**src/rtl/dsp_chiplet_pkg.sv**
```systemverilog
// Shared defaults and the complex-sample type for the chiplet DSP blocks.
package dsp_chiplet_pkg;

    localparam int unsigned DEF_DATA_WIDTH = 12;
    localparam int unsigned DEF_N          = 16;
    localparam int unsigned DEF_TIMEOUT    = 64;
    localparam int unsigned ADDR_W         = $clog2(DEF_N);

    // One complex sample as stored in the frame store: real in the upper half.
    typedef struct packed {
        logic [DEF_DATA_WIDTH-1:0] re;
        logic [DEF_DATA_WIDTH-1:0] im;
    } cplx_t;

endpackage

```
**src/rtl/frame_bank_ram.sv**
```systemverilog
// Two-bank frame store: one write port, one registered read port.
// Only the read data register is reset; the array keeps its contents.
module frame_bank_ram #(
    parameter int unsigned DATA_WIDTH = 12,
    parameter int unsigned N          = 16,
    parameter int unsigned AW         = $clog2(N)
) (
    input  logic                    i_clk,
    input  logic                    i_reset,
    input  logic                    i_we,
    input  logic                    i_wr_bank,
    input  logic [AW-1:0]           i_wr_idx,
    input  logic [2*DATA_WIDTH-1:0] i_wr_data,
    input  logic                    i_re,
    input  logic                    i_rd_bank,
    input  logic [AW-1:0]           i_rd_idx,
    output logic [2*DATA_WIDTH-1:0] o_rd_data
);

    logic [2*DATA_WIDTH-1:0] r_mem [2*N];
    logic [2*DATA_WIDTH-1:0] r_rd_data;

    // Sample write into the selected bank/slot.
    always_ff @(posedge i_clk) begin
        if (i_we) begin
            r_mem[{i_wr_bank, i_wr_idx}] <= i_wr_data;
        end
    end

    // Registered read; data holds when no read is requested.
    always_ff @(posedge i_clk) begin
        if (i_reset) begin
            r_rd_data <= '0;
        end else if (i_re) begin
            r_rd_data <= r_mem[{i_rd_bank, i_rd_idx}];
        end
    end

    assign o_rd_data = r_rd_data;

endmodule

```
**src/rtl/dma_rx_sink.sv**
```systemverilog
// Host-side DMA receiver: fills a ping-pong frame store with complex samples,
// exposes completed frames for addressed reads and drops stalled partial frames.
module dma_rx_sink
    import dsp_chiplet_pkg::*;
#(
    parameter int unsigned DATA_WIDTH = DEF_DATA_WIDTH,
    parameter int unsigned N          = DEF_N,
    parameter int unsigned TIMEOUT    = DEF_TIMEOUT
) (
    input  logic                  clk,
    input  logic                  reset,
    input  logic                  dma_valid,
    input  logic [DATA_WIDTH-1:0] dma_real,
    input  logic [DATA_WIDTH-1:0] dma_imag,
    output logic                  dma_ack,
    output logic                  frame_ready,
    input  logic                  rd_en,
    input  logic [$clog2(N)-1:0]  rd_addr,
    output logic [DATA_WIDTH-1:0] rd_real,
    output logic [DATA_WIDTH-1:0] rd_imag,
    output logic                  rd_valid,
    input  logic                  frame_release,
    output logic [15:0]           frame_count,
    output logic                  timeout_err
);

    localparam int unsigned AW = $clog2(N);
    localparam int unsigned IW = (TIMEOUT > 1) ? $clog2(TIMEOUT) : 1;

    logic                    r_wr_bank;
    logic                    r_rd_bank;
    logic [1:0]              r_bank_full;
    logic [AW-1:0]           r_wr_idx;
    logic [IW-1:0]           r_idle_cnt;
    logic [15:0]             r_frame_count;
    logic                    r_dma_ack;
    logic                    r_timeout_err;
    logic                    r_rd_valid;

    logic                    w_transfer;
    logic                    w_complete;
    logic                    w_release;
    logic                    w_rd_fire;
    logic                    w_idle_expire;
    logic [1:0]              w_bank_full_nxt;
    logic                    w_wr_bank_nxt;
    logic [2*DATA_WIDTH-1:0] w_rd_data;

    assign w_transfer    = dma_valid & r_dma_ack;
    assign w_complete    = w_transfer & (r_wr_idx == AW'(N - 1));
    assign w_release     = frame_release & r_bank_full[r_rd_bank];
    assign w_rd_fire     = rd_en & r_bank_full[r_rd_bank];
    assign w_idle_expire = !w_transfer && (r_wr_idx != '0) && (r_idle_cnt == IW'(TIMEOUT - 1));

    // Next bank occupancy: release and completion always hit different banks.
    always_comb begin
        w_bank_full_nxt = r_bank_full;
        if (w_release) begin
            w_bank_full_nxt[r_rd_bank] = 1'b0;
        end
        if (w_complete) begin
            w_bank_full_nxt[r_wr_bank] = 1'b1;
        end
        w_wr_bank_nxt = r_wr_bank ^ w_complete;
    end

    // Bank pointers, occupancy flags and the registered accept.
    always_ff @(posedge clk) begin
        if (reset) begin
            r_wr_bank   <= 1'b0;
            r_rd_bank   <= 1'b0;
            r_bank_full <= 2'b00;
            r_dma_ack   <= 1'b0;
        end else begin
            r_wr_bank   <= w_wr_bank_nxt;
            r_bank_full <= w_bank_full_nxt;
            if (w_release) begin
                r_rd_bank <= ~r_rd_bank;
            end
            // Accept only if the bank we will write next has room.
            r_dma_ack <= !w_bank_full_nxt[w_wr_bank_nxt];
        end
    end

    // Write index: advances per transfer, wraps on completion, clears on timeout.
    always_ff @(posedge clk) begin
        if (reset) begin
            r_wr_idx <= '0;
        end else if (w_transfer) begin
            r_wr_idx <= w_complete ? '0 : r_wr_idx + 1'b1;
        end else if (w_idle_expire) begin
            r_wr_idx <= '0;
        end
    end

    // Idle counter for stalled partial frames and the drop pulse.
    always_ff @(posedge clk) begin
        if (reset) begin
            r_idle_cnt    <= '0;
            r_timeout_err <= 1'b0;
        end else begin
            r_timeout_err <= w_idle_expire;
            if (w_transfer || (r_wr_idx == '0) || w_idle_expire) begin
                r_idle_cnt <= '0;
            end else begin
                r_idle_cnt <= r_idle_cnt + 1'b1;
            end
        end
    end

    // Completed-frame counter with natural 16-bit wrap.
    always_ff @(posedge clk) begin
        if (reset) begin
            r_frame_count <= '0;
        end else if (w_complete) begin
            r_frame_count <= r_frame_count + 16'd1;
        end
    end

    // Read-valid tracks the one-cycle RAM latency.
    always_ff @(posedge clk) begin
        if (reset) begin
            r_rd_valid <= 1'b0;
        end else begin
            r_rd_valid <= w_rd_fire;
        end
    end

    frame_bank_ram #(
        .DATA_WIDTH (DATA_WIDTH),
        .N          (N),
        .AW         (AW)
    ) u_ram (
        .i_clk     (clk),
        .i_reset   (reset),
        .i_we      (w_transfer),
        .i_wr_bank (r_wr_bank),
        .i_wr_idx  (r_wr_idx),
        .i_wr_data ({dma_real, dma_imag}),
        .i_re      (w_rd_fire),
        .i_rd_bank (r_rd_bank),
        .i_rd_idx  (rd_addr),
        .o_rd_data (w_rd_data)
    );

    assign dma_ack     = r_dma_ack;
    assign frame_ready = r_bank_full[r_rd_bank];
    assign rd_real     = w_rd_data[2*DATA_WIDTH-1:DATA_WIDTH];
    assign rd_imag     = w_rd_data[DATA_WIDTH-1:0];
    assign rd_valid    = r_rd_valid;
    assign frame_count = r_frame_count;
    assign timeout_err = r_timeout_err;

endmodule
```
**config.mk**
```make
export PLATFORM = sky130hd
export DESIGN_NAME = dma_rx_sink
export DESIGN_NICKNAME = d
export VERILOG_FILES = /design/src/rtl/dsp_chiplet_pkg.sv /design/src/rtl/frame_bank_ram.sv /design/src/rtl/dma_rx_sink.sv
export SDC_FILE = /design/constraint.sdc
export NUM_CORES = 1
export LEC_CHECK = 0
export ABC_AREA = 1
export ABC_CLOCK_PERIOD_IN_PS = 4500
export BUFFER_PORTS_ARGS = -buffer_cell sky130_fd_sc_hd__buf_2
export CAP_MARGIN = 20
export CORE_UTILIZATION = 46
export CTS_BUF_LIST = sky130_fd_sc_hd__clkbuf_4
export CTS_CLUSTER_SIZE = 40
export DETAILED_ROUTE_END_ITERATION = 12
export PLACE_DENSITY = 0.61
export RECOVER_POWER = 100
export SYNTH_ARGS = -nofsm -noshare
export SYNTH_HDL_FRONTEND = slang
export SYNTH_SLANG_ARGS = --single-unit
```
**constraint.sdc**
```tcl
create_clock -name clk -period 4.5 [get_ports clk]
set_clock_uncertainty 0.2 [all_clocks]
set_input_delay 0 -clock clk [delete_from_list [all_inputs] [get_ports clk]]
set_output_delay 0 -clock clk [all_outputs]
set_load 0.02 [all_outputs]
```
# After elaboration in Yosys (flattened, before gate mapping)
# Memory sizes are Yosys's and may differ from the RTL's. A register that Yosys moved wholly into a read port is not among the register bits.
# Cells that the tools add are included.
# word_totals
ff_bits	33
mem_bits_rw	768
output_inout_bits	44
mem_count	1
# mem_list
name	words	word_bits	rd	rd_clocked_by_memory_dff	wr	line_no	rtl
u_ram.r_mem	32	24	1	1	1	frame_bank_ram.sv:20	logic [2*DATA_WIDTH-1:0] r_mem [2*N];
# classes
n_addsub	3
order_cmp	5
n_eq_ne	2
n_mux	15
bitwise	9
n_reduce_logical	12
# op_table
cell	n
$add A16 B1 Y16 const B	1
$mux W4	3
$mux W1	8
$add A6 B1 Y6 const B	1
$eq A6 B6 Y1 const B	1
$lt A1 B2 Y1 const B	3
$add A4 B1 Y4 const B	1
$and A1 B1 Y1	4
$eq A4 B4 Y1 const B	1
$logic_and A1 B1 Y1	4
$logic_not A4 Y1	1
$mux W2	2
$reduce_bool A4 Y1	1
$and A2 B2 Y2	1
$demux W1 S1	2
$ge A1 B1 Y1 const B	2
$logic_not A1 Y1	2
$logic_or A1 B1 Y1	2
$not A2 Y2	1
$or A2 B2 Y2	1
$reduce_bool A2 Y1	1
$reduce_or A2 Y1	1
$not A1 Y1	1
$xor A1 B1 Y1	1

# Longest topological paths before layout
# depth
depth_word	12
ltp_mapped	12

# By module
# From an unflattened synthesis, not the netlist that was laid out.
# unflattened
hier_cells	2896
hier_area_um2	33487.1
# modules_own_cells
module	instances	cells_each	area_each_um2	seq_area_each_um2
frame_bank_ram	1	2673	31874.3	23542.6
dma_rx_sink	1	223	1612.8	660.6

# Worst setup path before layout
# No wires, ideal clock.
# synth_timing
kind	register to register
startpoint	register r_dma_ack, in the netlist dma_ack
endpoint	register r_dma_ack, in the netlist dma_ack
setup_ps	132
t_arrival_ps	2350
t_required_ps	4168
slack_ps	1818
stages_incl_launch_ff	9
synth_period_minus_slack_ps	2682
cell_sequence	dfxtp_1 -> nand2_1 -> inv_1 -> buf_2 -> nand2_1 -> nor2_1 -> nor2_1 -> nand2_1 -> a21oi_1
# synth_between
elab_chain_len	6
# synth_rtl
item	line_no	rtl
from (decl)	dma_rx_sink.sv:36	logic r_dma_ack;
from (signal assigned)	dma_rx_sink.sv:81	r_dma_ack <= !w_bank_full_nxt[w_wr_bank_nxt];
$and A1 B1 Y1 *	dma_rx_sink.sv:49	assign w_transfer = dma_valid & r_dma_ack;
$and A1 B1 Y1 *	dma_rx_sink.sv:50	assign w_complete = w_transfer & (r_wr_idx == AW'(N - 1));
$mux W2 / $xor A1 B1 Y1 (equally long branches)	dma_rx_sink.sv:61, dma_rx_sink.sv:64	
$mux W1 (not written as such) * (2 in series)	dma_rx_sink.sv:81	
$logic_not A1 Y1 *	dma_rx_sink.sv:81	
# Mark *: on every way between the ends. The rest lies on a longest branch, timed or not. The select of a mux whose other input is x is not followed.
# A chain may end at the register's enable or synchronous reset.

==> flow_metrics.env <==
export IMPL_p_leak_nw=13.7
export IMPL_area_delta_synth_final_pct=13.5
export IMPL_root_buffer="clkbuf_4"
export IMPL_post_route_util_pct=52.8
export IMPL_start_kind="input port"
export IMPL_slew_headroom_pct=-75.2
export IMPL_post_cts_buffers=0
export IMPL_synth_avg_cell_area_um2=11.6
export IMPL_die_area_um2=73500
export IMPL_grt_pass1_vias=22700
export IMPL_ys_ff_latch=825
export IMPL_hold_viol=0
export IMPL_num_vias=23300
export IMPL_grtUsageTotal_pct=25.5
export IMPL_wire_per_inst_um=21.9
export IMPL_viasPerCell=5.46
export IMPL_period_needed_ns=4.21
export IMPL_maxCapViolCount=35
export IMPL_clock_path_buffers=3
export IMPL_yosys_warnings=0
export IMPL_ctsHtreeMaxLevel=4
export IMPL_place_hpwl_mm=48.5
export IMPL_cts_sinks=825
export IMPL_setup_viol=0
export IMPL_wl_met2_mm=44.7
export IMPL_slowest_stage="clkinv_8"
export IMPL_drt_iter0_drc=2462
export IMPL_route_met3_wl_mm=6.85
export IMPL_firstDrtPassIters=6
export IMPL_gp_congestion=0.844
export IMPL_crit_chain="dlygate4sd3_1 > buf_6 > clkinv_8 > buf_4 > nand2_1 > nand3_1 > nand3_1 > dlygate4sd3_1 > nand2_1 > nand2_1 > nand3_1 > dlygate4sd3_1 > nand2_1 > dlygate4sd3_1 > a21oi_1"
export IMPL_ys_seq_area_share_pct=72.7
export IMPL_synth_nets=2912
export IMPL_drive_above_1_share_pct=12.1
export IMPL_die_y_um=271
export IMPL_rsz0062_at_grt="no"
export IMPL_critPathMaxFanout=174
export IMPL_status="finished, violations left"
export IMPL_arrival_ns=4.88
export IMPL_hold_class="input port to flip-flop"
export IMPL_violations="capacitance limit, slew limit"
export IMPL_fin_crit_sh_pct=93.5
export IMPL_slew_viol_final=655
export IMPL_ir_worst_vdd_v=0.000238
export IMPL_cp_slowest_stage_delay_ns=0.66
export IMPL_initial_utilization_pct=46.5
export IMPL_ant_nets=0
export IMPL_clkTransAtPathRegs_ns=0.07
export IMPL_io_pins=77
export IMPL_syn_inst=2873
export IMPL_design_core_area_um2=71600
export IMPL_fmax_ghz=0.238
export IMPL_most_common_layout_cells="nand2_1, edfxtp_1, nand3_1, clkbuf_4, clkbuf_1"
export IMPL_cp_buffers_inverters=7
export IMPL_powerDensity_nw_per_um2=419
export IMPL_totalWireLength_mm=93.5
export IMPL_drc=0
export IMPL_critical_path_top_delay_family="buffers and inverters"
export IMPL_insertion_delay_ns=1.07
export IMPL_fin_nets=3166
export IMPL_syn_area_um2=33300
export IMPL_path_class="input port to flip-flop"
export IMPL_num_rows=98
export IMPL_wl_met1_mm=38.9
export IMPL_final_common_cell="nand2_1"
export IMPL_tns_ns=0
export IMPL_cts_tree="done"
export IMPL_fillCellCount=6377
export IMPL_antenna_found_initial=6
export IMPL_dr_max_layer_used="met5"
export IMPL_worst_slew_pin_slew_ns=2.63
export IMPL_layoutNonFillerInstCount=4262
export IMPL_cts_buffers=206
export IMPL_crit_required_ns=5.17
export IMPL_ys_types=30
export IMPL_fp_dieW_um=271
export IMPL_grt_pass1_wl_mm=138
export IMPL_cp_end_kind="flip-flop"
export IMPL_overflow=0
export IMPL_portBuffers=76
export IMPL_grt_max_degree=187
export IMPL_dp_cells=3771
per-stage QoR:
stage / setup slack (ns) / hold WS (ns) / cell area (um^2) / power (mW)
4_1_cts: 0.647 / 0.0705 / 38300 / 16.0
3_5_place_dp: 1.58 / 0.0512 / 34500 / 9.35
6_report: 0.292 / 0.190 / 37800 / 15.8
5_1_grt: 0.189 / 0.211 / 37800 / 16.4
2_1_floorplan: 1.82 / -0.101 / 33300 / 9.06
3_3_place_gp: 1.61 / 0.0438 / 34500 / 9.34
final timing paths:
| kind | startpoint | to | slack [ns] | cells after the start |
|---|---|---|---|---|
| worst max-delay path | rd_addr[0] | u_ram.o_rd_data[2] | 0.29 | 15 |
| worst min-delay path | rd_addr[0] | u_ram.o_rd_data[8] | 0.19 | 10 |
| worst max register to register | dma_ack | u_ram.r_mem[19][21] | 0.35 | 5 |
| worst min register to register | r_idle_cnt[0] | r_idle_cnt[0] | 0.25 | 1 |
worst register-to-register path, cell delays in order, from the launching register on:
cell and delay, ns:
dfxtp_1 0.36, nand2_1 0.10, inv_1 0.26, nand2_1 0.32, nor2_1 1.19, clkbuf_1 1.25
where the power goes:
| group | switching [mW] | internal (mW) |
|---|---|---|
| logic | 0.618 | 0.235 |
| clock network | 2.97 | 3.61 |
| registers | 0.00599 | 8.40 |
| total | 3.60 | 12.2 |
routing by layer:
| layer | global-route usage [%] | up-vias |
|---|---|---|
| met5 | 0 | - |
| met4 | 10.9 | 6 |
| met3 | 4.51 | 193 |
| met2 | 41.3 | 1027 |
| met1 | 33.7 | 11300 |
| li1 | - | 10700 |
layout make-up:
class	instances	area, um^2	share of cell area (%)
multi-input combinational	1840	7960	21.1
inverter	32	140	0.371
timing repair buffer	222	1430	3.79
antenna	9	22.5	0.0596
sequential	825	24200	64.1
clock inverter	52	343	0.907
tap	950	1190	3.15
clock buffer	332	2490	6.60
synthesized netlist by cell type, drive strengths merged:
cell    number  area [um^2]
clkbuf      41          154
nand2     1030         3870
a211oi       2         15.0
a22oi        1         7.51
nand3      635         3180
a31o         1         8.76
o31ai        1         7.51
nor3b        3         22.5
xor2         4         35.0
nor2        65          262
nand4        4         25.0
xnor2        1         8.76
nor3         5         25.0
ha           6         75.1
dfxtp       57         1140
inv         32          125
a21oi       45          225
edfxtp     768        23100
o21ai       37          185
buf        135          860
kinds of logic (layout without fill, tap and decap cells):
family,after synthesis,after routing,share of synthesized area [%]
other,0,9,0
adder cells (fa/ha/maj),6,6,0.225
flip-flops,825,825,72.7
buffers and inverters,208,638,3.42
AND/OR/NAND/NOR,1742,1742,22.2
XOR/XNOR,5,5,0.132
AO/OA/AOI/OAI,87,87,1.35
flip-flops by register name, summed over array words and instances, names as in the netlist:
register	cells
r_rd_bank	1
u_ram.r_mem	768
rd_valid	1
r_wr_idx	4
frame_count	16
u_ram.o_rd_data	24
dma_ack	1
r_bank_full	2
timeout_err	1
r_wr_bank	1
r_idle_cnt	6
timing repair:
item | CTS | global route
hold buffers | 85 | 0
hold endpoints to repair | 835 | 0
gates resized for setup | 0 | 0
(Power assumes the default switching activity.)
